$ cat src/rtl/mix_col_engine.sv
`default_nettype none
// +--------------------------------------------------------------------------+
// | mix_col_engine : handshaked AES (Inv)MixColumns, COLS_PER_CYCLE per beat  |
// | Revision 1.0                                                             |
// +--------------------------------------------------------------------------+
module mix_col_engine #(
  parameter int COLS_PER_CYCLE = 1
) (
  input  logic         clk,
  input  logic         rst,
  input  logic         in_valid,
  output logic         in_ready,
  input  logic         inv,
  input  logic [0:127] data_in,
  output logic         out_valid,
  input  logic         out_ready,
  output logic [0:127] mix_data,
  output logic         busy
);

  localparam int C_BEATS  = (COLS_PER_CYCLE > 0) ? 4 / COLS_PER_CYCLE : 1;
  localparam int C_BEAT_W = (C_BEATS > 1) ? $clog2(C_BEATS) : 1;
  localparam logic [C_BEAT_W-1:0] C_LAST_BEAT = C_BEAT_W'(C_BEATS - 1);

  generate
    if (COLS_PER_CYCLE != 1 && COLS_PER_CYCLE != 2 && COLS_PER_CYCLE != 4) begin : g_bad_cpc
      $error("mix_col_engine: COLS_PER_CYCLE must be 1, 2 or 4");
    end
  endgenerate

  typedef enum logic [1:0] {
    IDLE = 2'd0,
    BUSY = 2'd1,
    DONE = 2'd2
  } state_t;

  state_t                state_q, state_d;
  logic [C_BEAT_W-1:0]   beat_q, beat_d;
  logic [0:3][31:0]      work_q, work_d;
  logic [0:3][31:0]      w_work_mixed;
  logic                  inv_q, inv_d;
  logic                  in_ready_q, in_ready_d;
  logic                  out_valid_q, out_valid_d;
  logic                  busy_q, busy_d;

  logic [1:0]            w_idx  [COLS_PER_CYCLE];
  logic [31:0]           w_lane [COLS_PER_CYCLE];

  function automatic logic [7:0] xtime(input logic [7:0] b);
    return {b[6:0], 1'b0} ^ (b[7] ? 8'h1b : 8'h00);
  endfunction

  // prod[j][k] = byte j times the k-th mode coefficient; row i uses coefficient (j-i) mod 4.
  function automatic logic [31:0] mix_col(input logic [31:0] col, input logic mode);
    logic [7:0]  s, x2, x4, x8;
    logic [7:0]  prod [4][4];
    logic [31:0] r;
    r = '0;
    for (int j = 0; j < 4; j++) begin
      s  = col[31-8*j -: 8];
      x2 = xtime(s);
      x4 = xtime(x2);
      x8 = xtime(x4);
      if (mode) begin
        prod[j][0] = x8 ^ x4 ^ x2;
        prod[j][1] = x8 ^ x2 ^ s;
        prod[j][2] = x8 ^ x4 ^ s;
        prod[j][3] = x8 ^ s;
      end else begin
        prod[j][0] = x2;
        prod[j][1] = x2 ^ s;
        prod[j][2] = s;
        prod[j][3] = s;
      end
    end
    for (int i = 0; i < 4; i++) begin
      for (int j = 0; j < 4; j++) begin
        r[31-8*i -: 8] = r[31-8*i -: 8] ^ prod[j][(j - i + 4) % 4];
      end
    end
    return r;
  endfunction

  generate
    for (genvar g = 0; g < COLS_PER_CYCLE; g++) begin : g_lane
      assign w_idx[g]  = 2'(int'(beat_q) * COLS_PER_CYCLE + g);
      assign w_lane[g] = mix_col(work_q[w_idx[g]], inv_q);
    end
  endgenerate

  always_comb begin
    w_work_mixed = work_q;
    for (int i = 0; i < COLS_PER_CYCLE; i++) begin
      w_work_mixed[w_idx[i]] = w_lane[i];
    end
  end

  always_comb begin
    state_d     = state_q;
    beat_d      = beat_q;
    work_d      = work_q;
    inv_d       = inv_q;
    in_ready_d  = in_ready_q;
    out_valid_d = out_valid_q;
    busy_d      = busy_q;
    case (state_q)
      IDLE: begin
        in_ready_d  = 1'b1;
        out_valid_d = 1'b0;
        busy_d      = 1'b0;
        if (in_valid && in_ready_q) begin
          work_d     = data_in;
          inv_d      = inv;
          beat_d     = '0;
          state_d    = BUSY;
          in_ready_d = 1'b0;
          busy_d     = 1'b1;
        end
      end
      BUSY: begin
        work_d = w_work_mixed;
        if (beat_q == C_LAST_BEAT) begin
          state_d     = DONE;
          busy_d      = 1'b0;
          out_valid_d = 1'b1;
        end else begin
          beat_d = beat_q + 1'b1;
        end
      end
      DONE: begin
        if (out_ready) begin
          state_d     = IDLE;
          out_valid_d = 1'b0;
          in_ready_d  = 1'b1;
        end
      end
      default: begin
        state_d     = IDLE;
        in_ready_d  = 1'b1;
        out_valid_d = 1'b0;
        busy_d      = 1'b0;
      end
    endcase
  end

  always_ff @(posedge clk or posedge rst) begin
    if (rst) begin
      state_q     <= IDLE;
      beat_q      <= '0;
      work_q      <= '0;
      inv_q       <= 1'b0;
      in_ready_q  <= 1'b0;
      out_valid_q <= 1'b0;
      busy_q      <= 1'b0;
    end else begin
      state_q     <= state_d;
      beat_q      <= beat_d;
      work_q      <= work_d;
      inv_q       <= inv_d;
      in_ready_q  <= in_ready_d;
      out_valid_q <= out_valid_d;
      busy_q      <= busy_d;
    end
  end

  assign in_ready  = in_ready_q;
  assign out_valid = out_valid_q;
  assign busy      = busy_q;
  assign mix_data  = work_q;

endmodule
`default_nettype wire

$ cat config.mk
export PLATFORM = sky130hd
export DESIGN_NAME = mix_col_engine
export DESIGN_NICKNAME = d
export VERILOG_FILES = /design/src/rtl/mix_col_engine.sv
export SDC_FILE = /design/constraint.sdc
export NUM_CORES = 1
export LEC_CHECK = 0
export BUFFER_PORTS_ARGS = -buffer_cell sky130_fd_sc_hd__buf_4
export CAP_MARGIN = 20
export CORE_UTILIZATION = 50
export DETAILED_ROUTE_END_ITERATION = 8
export PLACE_DENSITY = 0.78
export SLEW_MARGIN = 20
export SYNTH_ARGS = -nofsm -noshare
export SYNTH_HDL_FRONTEND = slang
export SYNTH_SLANG_ARGS = --single-unit
$ cat constraint.sdc
create_clock -name clk -period 5.89 [get_ports clk]
set_input_delay 0.2945 -clock clk [delete_from_list [all_inputs] [get_ports clk]]
set_output_delay 0.2945 -clock clk [all_outputs]
set_load 0.01 [all_outputs]
# Yosys cells after proc, flatten, opt, wreduce, memory -nomap -nowiden
# Index checks and enable logic that the tools add are counted.
# word_totals
elab_cells,126
in_bits,133
output_inout_bits,131
ff_bits,136
# op_classes
n_addsub,1
bitwise_logic,55
n_eq_ne,7
mux,40
n_reduce_logical,11
magnitude_cmp,2
# ops
cell,n
$xor A8 B8 Y8,40
$pmux W128 S2,1
$mux W32,7
$bwmux W128,1
$mux W128,1
$xor A8 B5 Y8,12
$bmux W32 S2,1
$demux W32 S2,1
$mux W5,12
$mux W2,5
$reduce_and A2 Y1,5
$ne A2 B2 Y1 const B,4
$mux W1,6
$pmux W1 S3,2
$pmux W2 S3,1
$reduce_and A3 Y1,2
$eq A2 B2 Y1 const B,2
$pmux W2 S2,1
$ge A3 B3 Y1 const B,1
$lt A3 B1 Y1 const B,1
$not A2 Y3,1
$add A2 B1 Y2 const B,1
$eq A2 B1 Y1 const B,1
$logic_and A1 B1 Y1,2
4 further kinds,5

# Depth between registers and ports, before layout
# depth
depth_word,18
mapped_depth,12

# Worst setup path after synthesis
# OpenSTA, ideal clock, no wires.
# synth_path
path_type,register to register
startpoint,register beat_q[0]
endpoint,"register work_q, in the netlist mix_data[115]"
path_stages_with_launch,12
t_required_ps,5759
arrival_time_ps,2863
path_buffers,3
setup_slack_ps,2897
path_cell_list,dfrtp_1 buf_6 buf_6 mux4_2 buf_4 xnor2_2 xnor3_1 xnor2_1 nand2_1 xor2_2 xnor2_1 o21ai_1
# synth_via
elab_chain_len,16
word_cells_on_any_way,49
classes_between,order compare: 2; mux: 22; bitwise: 24; reduce/logical: 1
# synth_rtl
item,line,rtl
"start, declared",38,"logic [C_BEAT_W-1:0] beat_q, beat_d;"
"start signal, assigned",157,beat_q <= beat_d;
$not A2 Y3 (implied by the code) (*),"87, 94",
$bmux W32 S2,87,"assign w_lane[g] = mix_col(work_q[w_idx[g]], inv_q);"
$mux W32 (implied by the code) (2 in a row),87,
$xor A8 B5 Y8,50,"return {b[6:0], 1'b0} ^ (b[7] ? 8'h1b : 8'h00);"
$mux W5 or $xor A8 B5 Y8 (tied branches),50,
$xor A8 B5 Y8 or $mux W5 (tied branches),50,
$xor A8 B5 Y8,50,
$xor A8 B8 Y8 (2 in a row),67,prod[j][2] = x8 ^ x4 ^ s;
$mux W32,64,if (mode) begin
$xor A8 B8 Y8 (3 in a row),78,r[31-8*i -: 8] = r[31-8*i -: 8] ^ prod[j][(j - i + 4) % 4];
$bwmux W128 (*),94,w_work_mixed[w_idx[i]] = w_lane[i];
$pmux W128 S2 (*),106,case (state_q)
"end signal, assigned",158,work_q <= work_d;
"end, declared",39,"logic [0:3][31:0] work_q, work_d;"
# Every way passes the cells marked *; elsewhere a longest branch is shown, timed or not. The select of a mux whose other input is x is not followed.
# A chain may end at the register's enable or synchronous reset.

# Final worst setup path
# layout_path
startpoint,register beat_q[0]
endpoint,"register work_q, in the netlist mix_data[45]"
# layout_via
elab_chain_len,16
word_cells_on_any_way,46
classes_between,order compare: 2; mux: 19; bitwise: 24; reduce/logical: 1
# layout_rtl
item,line,rtl
$not A2 Y3 (implied by the code) (*),"87, 94",
$bmux W32 S2,87,
$mux W32 (implied by the code) (2 in a row),87,
$mux W5 or $xor A8 B5 Y8 (tied branches),50,
$xor A8 B5 Y8 or $mux W5 (tied branches),50,
$xor A8 B5 Y8 (2 in a row),50,
$xor A8 B8 Y8 (2 in a row),65,prod[j][0] = x8 ^ x4 ^ x2;
$mux W32,64,
$xor A8 B8 Y8 (3 in a row),78,
$bwmux W128 (*),94,
$pmux W128 S2 (*),106,
# Marks and branches as above.

==> run summary <==
- yes — clock tree from TritonCTS
- 248.0 MHz — Peak Freq
- 0.005948 ns — Final Skew
- 131.6 um — Horiz. Die Dim
- 4 — level count of the clock H-tree
- 0 — count of warnings emitted by yosys
- 136 — number of register bits inferred by synthesis
- 2 — clk buf depth
- 32.54% — Total Routing Usage GR
- 11.30 um2 — syn avg cell area
- 77 — maximum number of pins on one net before global-route repair
- 40.55% — sequential area share after synthesis
- 0.42 ns — Clock Latency Late Sink
- complete, no violations — status
- 42.41 mm — first-pass GRT wire length
- 17 — TritonCTS Buffers
- 0.5963% — adder-cell area share of the yosys netlist
- 30.71% — area added between synthesis and finish
- 0 — buffers inserted by post-CTS timing repair
- 727 — violation count after the first detailed-routing iteration
- sky130_fd_sc_hd__buf_4 — commonest non-fill, non-tap cell in the layout
- 743 — instance count of the mapped netlist
- 16,470 um2 — Core ar.
- 23.03 um — wire length per cell
- 1,113 — NumNets Final
- in -> reg — worst hold path type
- sky130_fd_sc_hd__dfrtp_1 — Synth Flop Type
- 880 — total nets after synthesis
- 6.16 ns — Crit path required time
- 20.29 mm — HPWL Detailed
- 24.31% — Max transition margin
- 0.05 ns — clock-pin slew on the worst setup and hold paths
- 131.6 um — height of the die
- 1.857 ns — setup slack after layout
- 1 — # hold bufs at CTS
- 0 — initial antenna violation count
- 0 — number of enable-type register cells in the synthesized netlist
- 0 — number of cells upsized or downsized after cts
- 0 — final slew viol count
- 9 — Worst Reg2Reg Path Length in Cells
- reg -> reg — Setup Crit Path Kind
- 0 — global route total overflow
- 68.47% — fin crit share
- sky130_fd_sc_hd__clkbuf_16 — clock root buffer
- 6.098 — via density per instance
- XOR/XNOR gates — largest family of logic cells by synthesized area
- 0 — # setup viols final
- 66.63% — Core Util, Final
- 47 — row count
- 33 — count of cell types in the netlist
- sky130_fd_sc_hd__buf_4 (271), sky130_fd_sc_hd__dfrtp_1 (135), sky130_fd_sc_hd__xnor2_1 (118), sky130_fd_sc_hd__a22oi_1 (102), sky130_fd_sc_hd__o21ai_0 (91) — most frequent cells in the layout
- 0 — residual antenna-violating net count after detailed routing
- no — unrepaired setup endpoints after global routing
- 1.745 ns — worst slack after detailed placement
- 36.28% — fraction of final layout cells with drive strength greater than 1
- 20.27% — post-synthesis compound-gate area fraction
- 100.0% — post-synthesis async set-or-reset flop share
- 0.9906 — Final Wtd Congestion
- 1.133 ns — slew at the pin closest to its max-slew limit
- 17,310 um2 — Total Die Area
- 9.064% — fraction of synthesized area in multiplexers
- 7,425 — via count of the first global-routing pass
- 136 — Num Clock Sinks
- 0 ns — Sum Neg Setup Slack
- 2.847% — basic-gate share of the synthesized area counting and, or, nand and nor cells
- 0 — Max Cap Violations
- 3 — Min-Delay Path Depth
- 4.31 ns — crit path DAT
- 7,342 — via count
- 23.24% — xor and xnor fraction of the mapped netlist area
- 263 — quantity of I/O buffers inserted on ports
- 0 — number of antenna diodes
- 0 — endpoints failing hold
- 21 — Critical Path Fanout Max
- 4.033 ns — shortest period the worst path allows
- 264 — I/O pin cnt
- 27.73 mm — post-detailed-routing wire length
- 0 — remaining design rule violation count
- 50.97% — initial standard-cell utilization of the core
- 5 — TritonRoute pass-1 iters
- flip-flop — sort of element at the end of the critical path
- flip-flop — type of origin of the critical path
- 8393 um2 — post-synthesis cell area
-- cell type report --
class | instances | area, um2
clock inverter | 6 | 30.03
sequential | 136 | 3405
clock buffer | 21 | 460.4
fill | 1347 | 5495
timing repair buffer | 272 | 2044
tap | 220 | 275.3
inverter | 4 | 20.02
multi-input combinational | 545 | 4736
-- final timing paths --
check                                       from                        to  slack, ns
min                                          inv         inv_q$_DFFE_PP0P_       0.09
max                        beat_q[0]$_DFFE_PP0P_  mix_data[45]$_DFFE_PP0P_       1.86
min in group asynchronous                    rst  mix_data[38]$_DFFE_PP0P_       0.48
min reg2reg                     busy$_DFFE_PP0P_          busy$_DFFE_PP0P_       0.53
max reg2reg                beat_q[0]$_DFFE_PP0P_  mix_data[45]$_DFFE_PP0P_       1.86
max in group asynchronous                    rst     beat_q[0]$_DFFE_PP0P_       3.97
-- synthesized netlist by cell type (2+ instances only) --
library cell / number / area share, %
sky130_fd_sc_hd__xnor3_1: 13 / 3.5
sky130_fd_sc_hd__nor2_1: 13 / 0.58
sky130_fd_sc_hd__buf_6: 4 / 0.54
sky130_fd_sc_hd__buf_4: 3 / 0.27
sky130_fd_sc_hd__and2_1: 3 / 0.22
sky130_fd_sc_hd__o21ai_0: 91 / 5.4
sky130_fd_sc_hd__a211oi_2: 3 / 0.45
sky130_fd_sc_hd__nand2b_1: 2 / 0.15
sky130_fd_sc_hd__a22oi_1: 102 / 9.1
sky130_fd_sc_hd__nand3_1: 3 / 0.18
sky130_fd_sc_hd__buf_2: 11 / 0.66
sky130_fd_sc_hd__xnor2_1: 118 / 12
sky130_fd_sc_hd__xnor2_2: 10 / 1.9
sky130_fd_sc_hd__inv_1: 4 / 0.18
sky130_fd_sc_hd__nor2b_1: 3 / 0.22
sky130_fd_sc_hd__mux2i_1: 4 / 0.48
sky130_fd_sc_hd__a22o_1: 16 / 1.7
sky130_fd_sc_hd__dfrtp_1: 136 / 41
sky130_fd_sc_hd__o22ai_1: 6 / 0.45
sky130_fd_sc_hd__nand2_1: 30 / 1.3
sky130_fd_sc_hd__a21oi_1: 11 / 0.66
sky130_fd_sc_hd__ha_1: 4 / 0.60
sky130_fd_sc_hd__xor2_2: 2 / 0.39
sky130_fd_sc_hd__xor2_1: 40 / 4.2
sky130_fd_sc_hd__clkbuf_1: 39 / 1.7
sky130_fd_sc_hd__o21ai_1: 18 / 1.1
sky130_fd_sc_hd__a21o_1: 16 / 1.4
sky130_fd_sc_hd__mux4_2: 32 / 8.6
sky130_fd_sc_hd__xnor2_4: 2 / 0.66
-- state kept, by name, indices dropped and copies added, names as in the netlist --
name	count
in_ready	1
mix_data	128
busy	1
inv_q	1
out_valid	1
beat_q	2
state_q	2
-- logic make-up (layout without fill, tap and decap cells) --
family / count (synthesis) / after routing
AOI/OAI and AO/OA: 263 / 263
xor gates and xnor gates: 186 / 186
adders and majority gates: 4 / 4
buffers and inverters: 62 / 303
DFF: 136 / 136
muxes: 36 / 36
and+or+nand+nor: 56 / 56
-- worst max-delay path, cell delays in order, from the launching register on --
cell and delay (ns):
sky130_fd_sc_hd__dfrtp_2 0.81, sky130_fd_sc_hd__buf_4 0.41, sky130_fd_sc_hd__mux4_2 0.66, sky130_fd_sc_hd__xnor3_1 0.48
sky130_fd_sc_hd__xor2_1 0.34, sky130_fd_sc_hd__xnor2_1 0.17, sky130_fd_sc_hd__nand2_1 0.08, sky130_fd_sc_hd__xnor2_1 0.36
sky130_fd_sc_hd__xor2_1 0.41, sky130_fd_sc_hd__o21ai_0 0.17
-- metrics by stage --
stage | hold slack [ns] | area [um2] | std cells
2_1_floorplan | 0.3999 | 8393 | 743
3_3_place_gp | 0.3893 | 10460 | 1176
3_5_place_dp | 0.3965 | 10460 | 1176
4_1_cts | 0.07713 | 10960 | 1204
5_1_grt | 0.09047 | 10970 | 1204
6_report | 0.08933 | 10970 | 1204
-- per-layer routing --
layer  vias up  GRT usage (%)  share of wire, %
li1       3184              -                 -
met1      3647          42.31                40
met3        46          7.909               9.2
met4         0          11.18               2.3
met5         -              0                 0
met2       465          53.17                49
Power is not shown: default switching activity piles up to over one toggle a cycle in this logic, so the estimate is an artifact.
